**config.mk**
```make
export PLATFORM = sky130hd
export DESIGN_NAME = fir_trig_disc
export DESIGN_NICKNAME = d
export VERILOG_FILES = /design/src/rtl/fir_trig_pkg.sv /design/src/rtl/disc_lane_chain.sv /design/src/rtl/fir_trig_disc.sv
export SDC_FILE = /design/constraint.sdc
export NUM_CORES = 1
export LEC_CHECK = 0
export BUFFER_PORTS_ARGS = -buffer_cell sky130_fd_sc_hd__buf_2
export CAP_MARGIN = 5
export CORE_ASPECT_RATIO = 0.5
export CORE_MARGIN = 5
export CORE_UTILIZATION = 32
export DETAILED_ROUTE_END_ITERATION = 8
export GPL_ROUTABILITY_DRIVEN = 0
export PLACE_DENSITY_LB_ADDON = 0.2
export SLEW_MARGIN = 10
export SYNTH_ARGS = -nofsm -noshare
export SYNTH_HDL_FRONTEND = slang
export SYNTH_SLANG_ARGS = --single-unit
```
**constraint.sdc**
```tcl
create_clock -name clk -period 5.3 [get_ports clk]
set_clock_uncertainty 0.15 [all_clocks]
set_input_delay 1.59 -clock clk [delete_from_list [all_inputs] [get_ports clk]]
set_output_delay 1.59 -clock clk [all_outputs]
set_load 0.1 [all_outputs]
```
**src/rtl/fir_trig_pkg.sv**
```systemverilog
// rtl/fir_trig_pkg.sv - shared encodings for the threshold trigger discriminator
package fir_trig_pkg;

  localparam int TRIG_CNT_W = 32;

  typedef enum logic [1:0] {
    ST_IDLE    = 2'd0,
    ST_ARMED   = 2'd1,
    ST_ABOVE   = 2'd2,
    ST_HOLDOFF = 2'd3
  } disc_state_e;

  localparam logic [1:0] MODE_OFF  = 2'd0;
  localparam logic [1:0] MODE_SELF = 2'd1;
  localparam logic [1:0] MODE_SW   = 2'd2;
  localparam logic [1:0] MODE_BOTH = 2'd3;

  function automatic int lane_w(input int n);
    return (n > 1) ? $clog2(n) : 1;
  endfunction

endpackage

```
**src/rtl/disc_lane_chain.sv**
```systemverilog
// rtl/disc_lane_chain.sv - combinational hysteresis chain across the lanes of one clock
module disc_lane_chain #(
  parameter int NLANES = 4,
  parameter int FWIDTH = 31,
  parameter int LANE_W = 2
) (
  input  logic [NLANES*FWIDTH-1:0] fin,
  input  logic                     fvalid,
  input  logic signed [FWIDTH-1:0] thresh_hi,
  input  logic signed [FWIDTH-1:0] thresh_lo,
  input  logic                     prev_in,
  output logic [NLANES-1:0]        over,
  output logic                     self_hit,
  output logic [LANE_W-1:0]        self_lane
);

  logic [NLANES-1:0]        rise;
  logic                     prev;
  logic signed [FWIDTH-1:0] lane_val;

  // Each lane's hysteresis state feeds the next, so lane 0 sees last cycle's final lane.
  always_comb begin
    over     = '0;
    rise     = '0;
    prev     = prev_in;
    lane_val = '0;
    for (int i = 0; i < NLANES; i++) begin
      lane_val = $signed(fin[i*FWIDTH +: FWIDTH]);
      if (fvalid) begin
        over[i] = prev ? (lane_val > thresh_lo) : (lane_val > thresh_hi);
      end
      rise[i] = over[i] & ~prev;
      prev    = over[i];
    end
  end

  always_comb begin
    self_hit  = |rise;
    self_lane = '0;
    for (int i = NLANES - 1; i >= 0; i--) begin
      if (rise[i]) begin
        self_lane = LANE_W'(i);
      end
    end
  end

endmodule

```
**src/rtl/fir_trig_disc.sv**
```systemverilog
// rtl/fir_trig_disc.sv - multi-lane hysteresis trigger with holdoff, counter and baseline pause
module fir_trig_disc
  import fir_trig_pkg::*;
#(
  parameter int NLANES     = 4,
  parameter int FWIDTH     = 31,
  parameter int HOLDOFF_W  = 16,
  parameter int BPAUSE_LEN = 8
) (
  input  logic                         clk,
  input  logic                         reset_n,
  input  logic [NLANES*FWIDTH-1:0]     fin,
  input  logic                         fvalid_in,
  input  logic signed [FWIDTH-1:0]     thresh_hi,
  input  logic signed [FWIDTH-1:0]     thresh_lo,
  input  logic [1:0]                   mode,
  input  logic                         arm,
  input  logic                         sw_trig,
  input  logic [HOLDOFF_W-1:0]         holdoff,
  input  logic                         count_clr,
  output logic [NLANES-1:0]            tot,
  output logic                         trig_out,
  output logic [lane_w(NLANES)-1:0]    trig_lane,
  output logic                         trig_src,
  output logic [TRIG_CNT_W-1:0]        trig_count,
  output logic                         bsum_pause,
  output logic                         busy
);

  localparam int LANE_W  = lane_w(NLANES);
  localparam int PAUSE_W = $clog2(BPAUSE_LEN + 2);

  disc_state_e           state_q, state_d, post_state;
  logic                  chain_q, chain_d;
  logic [NLANES-1:0]     tot_q, tot_d;
  logic                  trig_out_q, trig_out_d;
  logic [LANE_W-1:0]     trig_lane_q, trig_lane_d;
  logic                  trig_src_q, trig_src_d;
  logic [TRIG_CNT_W-1:0] trig_count_q, trig_count_d;
  logic [HOLDOFF_W-1:0]  hold_cnt_q, hold_cnt_d;
  logic [PAUSE_W-1:0]    pause_cnt_q, pause_cnt_d;

  logic [NLANES-1:0]     over;
  logic                  self_hit;
  logic [LANE_W-1:0]     self_lane;
  logic                  self_ok, sw_ok, accept;

  disc_lane_chain #(
    .NLANES (NLANES),
    .FWIDTH (FWIDTH),
    .LANE_W (LANE_W)
  ) u_chain (
    .fin       (fin),
    .fvalid    (fvalid_in),
    .thresh_hi (thresh_hi),
    .thresh_lo (thresh_lo),
    .prev_in   (chain_q),
    .over      (over),
    .self_hit  (self_hit),
    .self_lane (self_lane)
  );

  assign chain_d = over[NLANES-1];
  assign tot_d   = over;
  assign self_ok = mode[0] & self_hit;
  assign sw_ok   = mode[1] & sw_trig;
  assign post_state = (holdoff != '0) ? ST_HOLDOFF : ST_ARMED;

  always_comb begin
    state_d     = state_q;
    hold_cnt_d  = hold_cnt_q;
    trig_out_d  = 1'b0;
    trig_lane_d = trig_lane_q;
    trig_src_d  = trig_src_q;
    accept      = 1'b0;
    if (!arm || mode == MODE_OFF) begin
      state_d    = ST_IDLE;
      hold_cnt_d = '0;
    end else begin
      case (state_q)
        ST_IDLE: state_d = ST_ARMED;
        ST_ARMED: begin
          if (self_ok || sw_ok) begin
            // A coincident self edge wins over software so the lane is reported.
            accept      = 1'b1;
            trig_out_d  = 1'b1;
            trig_src_d  = ~self_ok;
            trig_lane_d = self_ok ? self_lane : '0;
            if (self_ok && over[NLANES-1]) begin
              state_d = ST_ABOVE;
            end else begin
              state_d    = post_state;
              hold_cnt_d = holdoff;
            end
          end
        end
        ST_ABOVE: begin
          if (!over[NLANES-1]) begin
            state_d    = post_state;
            hold_cnt_d = holdoff;
          end
        end
        ST_HOLDOFF: begin
          if (hold_cnt_q <= HOLDOFF_W'(1)) begin
            state_d    = ST_ARMED;
            hold_cnt_d = '0;
          end else begin
            hold_cnt_d = hold_cnt_q - HOLDOFF_W'(1);
          end
        end
        default: state_d = ST_IDLE;
      endcase
    end
  end

  always_comb begin
    trig_count_d = trig_count_q;
    if (count_clr) begin
      trig_count_d = '0;
    end else if (accept && trig_count_q != '1) begin
      trig_count_d = trig_count_q + TRIG_CNT_W'(1);
    end
  end

  // Pause counter reloads on every cycle with tot active and drains afterwards.
  always_comb begin
    pause_cnt_d = pause_cnt_q;
    if (|tot_q) begin
      pause_cnt_d = PAUSE_W'(BPAUSE_LEN);
    end else if (pause_cnt_q != '0) begin
      pause_cnt_d = pause_cnt_q - PAUSE_W'(1);
    end
  end

  always_ff @(posedge clk or negedge reset_n) begin
    if (!reset_n) begin
      state_q      <= ST_IDLE;
      chain_q      <= 1'b0;
      tot_q        <= '0;
      trig_out_q   <= 1'b0;
      trig_lane_q  <= '0;
      trig_src_q   <= 1'b0;
      trig_count_q <= '0;
      hold_cnt_q   <= '0;
      pause_cnt_q  <= '0;
    end else begin
      state_q      <= state_d;
      chain_q      <= chain_d;
      tot_q        <= tot_d;
      trig_out_q   <= trig_out_d;
      trig_lane_q  <= trig_lane_d;
      trig_src_q   <= trig_src_d;
      trig_count_q <= trig_count_d;
      hold_cnt_q   <= hold_cnt_d;
      pause_cnt_q  <= pause_cnt_d;
    end
  end

  assign tot        = tot_q;
  assign trig_out   = trig_out_q;
  assign trig_lane  = trig_lane_q;
  assign trig_src   = trig_src_q;
  assign trig_count = trig_count_q;
  assign bsum_pause = (|tot_q) | (pause_cnt_q != '0);
  assign busy       = (state_q == ST_ABOVE) || (state_q == ST_HOLDOFF);

endmodule

```
==> results_dict.tcl <==
set metrics [dict create \
    clock-root-buffer "clkbuf_16" \
    arrival_ns 5.18 \
    ys.flop_type "dfrtp_1" \
    cts_resized 0 \
    worstSetupPathType "in -> reg" \
    fmax_ghz 0.1964 \
    worst_setup_path_start_kind "primary input" \
    rr_worst_depth 13 \
    rsz0062_at_grt "no" \
    fin_crit_ns 5.091 \
    drc 0 \
    cellLeakagePower_nw 6.176 \
    crit_buf_inv 2 \
    layout_commonest_cell "ha_1" \
    grt.total_usage 0.1924 \
    ys_types 76 \
    core_um2 29010 \
    r2r-end "trig_count[13]" \
    r2r_setup_slack_ns 1.87 \
    p_per_area_nw_per_um2 196.5 \
    nFillCells 2996 \
    antenna_found_initial 5 \
    worst_ir_drop_vdd_mv 0.1309 \
    cp-endpoint "hold_cnt_q[9]" \
    port_buffers 251 \
    cts_buffers 9 \
    drive_above_1_share 0.2458 \
    grt_pass1_wl_mm 52.13 \
    cts_tree "yes" \
    die-area_um2 33220 \
    finalSetupViolCount 0 \
    ios 252 \
    post-route-util 0.4104 \
    yosys_warnings 0 \
    path_cells "buf_2, inv_1, ha_1, nand4_1, or3_1, nor4_4, a2111oi_1, mux2i_1, nand3_1, a311oi_2, nor2_2, o2bb2a_4, or3_4, o211ai_1" \
    wl_per_cell_um 18.27 \
    synth-seq-area-share 0.1645 \
    status "finished, final reports clean" \
    clock_latency_ns 0.33 \
    fin_setup_tns_ns 0 \
    dieHeight_um 131.4 \
    crit_slowest_cell "or3_1" \
    hold_viol_final 0 \
    clock-sinks 62 \
    viasPerCell 5.385 \
    worst_pin_slew_ns 1.113 \
    die_x_um 252.8 \
    syn_inst 1132 \
    ys_ff_latch 62 \
    clock_path_buffers 2 \
    worst_ep_required_time_ns 5.39 \
    path_clk_slew_ns 0.05 \
    crit_path_end_kind "flip-flop" \
    rows 44 \
    slew_headroom 0.2555 \
    vias 9854 \
    htreeDepth 3 \
    start_util 0.3251 \
    power_mw 2.339 \
    critPathMaxFanout 16 \
    max_cap_viol_count 0 \
    period_share 0.9605 \
    grt_pass1_vias 10050 \
    holdCritPathClass "reg -> reg" \
    fin_nets 1897 \
    syn_nets 1598 \
    cp.depth 14 \
    syn_area_um2 9433 \
    avgSynthCellArea_um2 8.333 \
    critPathMaxStageDelay_ns 0.50 \
    grt_max_degree 43 \
    final_cell_mix "ha_1 (256), buf_2 (251), a21oi_1 (98)" \
    dp_hpwl_mm 28.76 \
    drv_slew 0 \
    first_iter_violations 547 \
    post_cts_buffers 0 \
    syn_to_final_growth_pct 26.22 \
    synth_edf_count 0 \
    crit_start "thresh_hi[30]" \
    routed_wl_mm 33.44 \
    crit_family "simple AND/OR/NAND/NOR gates" \
    gr-total-overflow 0 \
    synthArstFlopShare 1.000 \
    first_pass_iters 4 \
    r2r-start "trig_count[11]" \
    postCtsHoldBufs 0 \
    drtAntennaViolNets 0 \
]
-- cell families after synthesis --
| group | share of synthesized area |
|---|---|
| fa+ha+maj | 0.3396 |
| flops | 0.1645 |
| mux | 0.007958 |
| xor+xnor | 0.02043 |
| simple gates | 0.2142 |
| compound gates | 0.2059 |
| buf+inv | 0.04749 |
-- Yosys cell counts (all sizes together) (16+ instances only) --
library cell,instances,share of area
ha,256,0.34
a21oi,99,0.053
inv,89,0.035
nor2,80,0.032
nand2,65,0.026
dfrtp,62,0.16
o21ai,52,0.028
nand3,48,0.025
nand4,38,0.025
a21o,35,0.028
nor4,34,0.023
xnor2,22,0.020
nand2b,20,0.014
nor3,19,0.010
clkbuf,17,0.0068
nor2b,16,0.011
-- worst min path at each step --
| stage | start | endpoint | slack (ns) | cells after the start |
|---|---|---|---|---|
| finish | trig_src | trig_src | 0.34 | 1 |
| global placement | trig_src | trig_src | 0.33 | 1 |
| global route | trig_src | trig_src | 0.36 | 1 |
| floorplan | pause_cnt_q[3] | pause_cnt_q[3] | 0.32 | 1 |
| CTS | trig_src | trig_src | 0.34 | 1 |
| detailed placement | trig_src | trig_src | 0.33 | 1 |
-- registers in the layout, indices dropped and copies added (netlist names) --
name,flops
trig_lane,2
tot,3
trig_out,1
chain_q,1
hold_cnt_q,16
trig_src,1
trig_count,32
pause_cnt_q,4
state_q,2
-- layer usage --
layer  global-route usage  part of all wire
met1               0.2458              0.44
met2               0.3361              0.48
met3              0.02567             0.047
met4              0.06381             0.028
met5                    0           0.00057
-- stage by stage --
step / setup slack [ns] / hold WS [ns] / cells / instance area [um^2]
global route: 0.01409 / 0.3636 / 1830 / 11910
finish: 0.2094 / 0.3375 / 1830 / 11910
global placement: -0.1228 / 0.3311 / 1811 / 11530
CTS: 0.1424 / 0.3397 / 1827 / 11890
detailed placement: -0.2010 / 0.3284 / 1811 / 11530
floorplan: 0.1895 / 0.3241 / 1132 / 9433
-- worst register-to-register path: stages, from the launching register on --
cell,delay (ns)
dfrtp_1,0.44
and4_1,0.28
and3_1,0.25
and4_1,0.26
and3_1,0.16
nand3_1,0.09
nor2_1,0.20
and3_1,0.26
nand4_1,0.14
o31ai_1,0.37
nor2_1,0.13
buf_12,0.17
nand3_1,0.10
mux2_2,0.33
-- report_power, final --
part	internal, mW	total [mW]	leakage [nW]	switching (mW)
clock network	0.476	0.687	0.175	0.212
registers	0.528	0.577	0.837	0.0488
logic	0.406	1.08	5.16	0.669
-- final cells by class --
cell class / count / area (um^2) / share of cell area
multi-input combinational: 959 / 7446 / 0.6254
timing repair buffer: 310 / 1724 / 0.1448
sequential: 62 / 1551 / 0.1303
tap: 391 / 489.2 / 0.04109
inverter: 89 / 334.1 / 0.02806
clock buffer: 14 / 294.0 / 0.02470
clock inverter: 2 / 60.06 / 0.005044
antenna: 3 / 7.507 / 0.0006305
No activity file was read; power rests on OpenSTA's default activity.
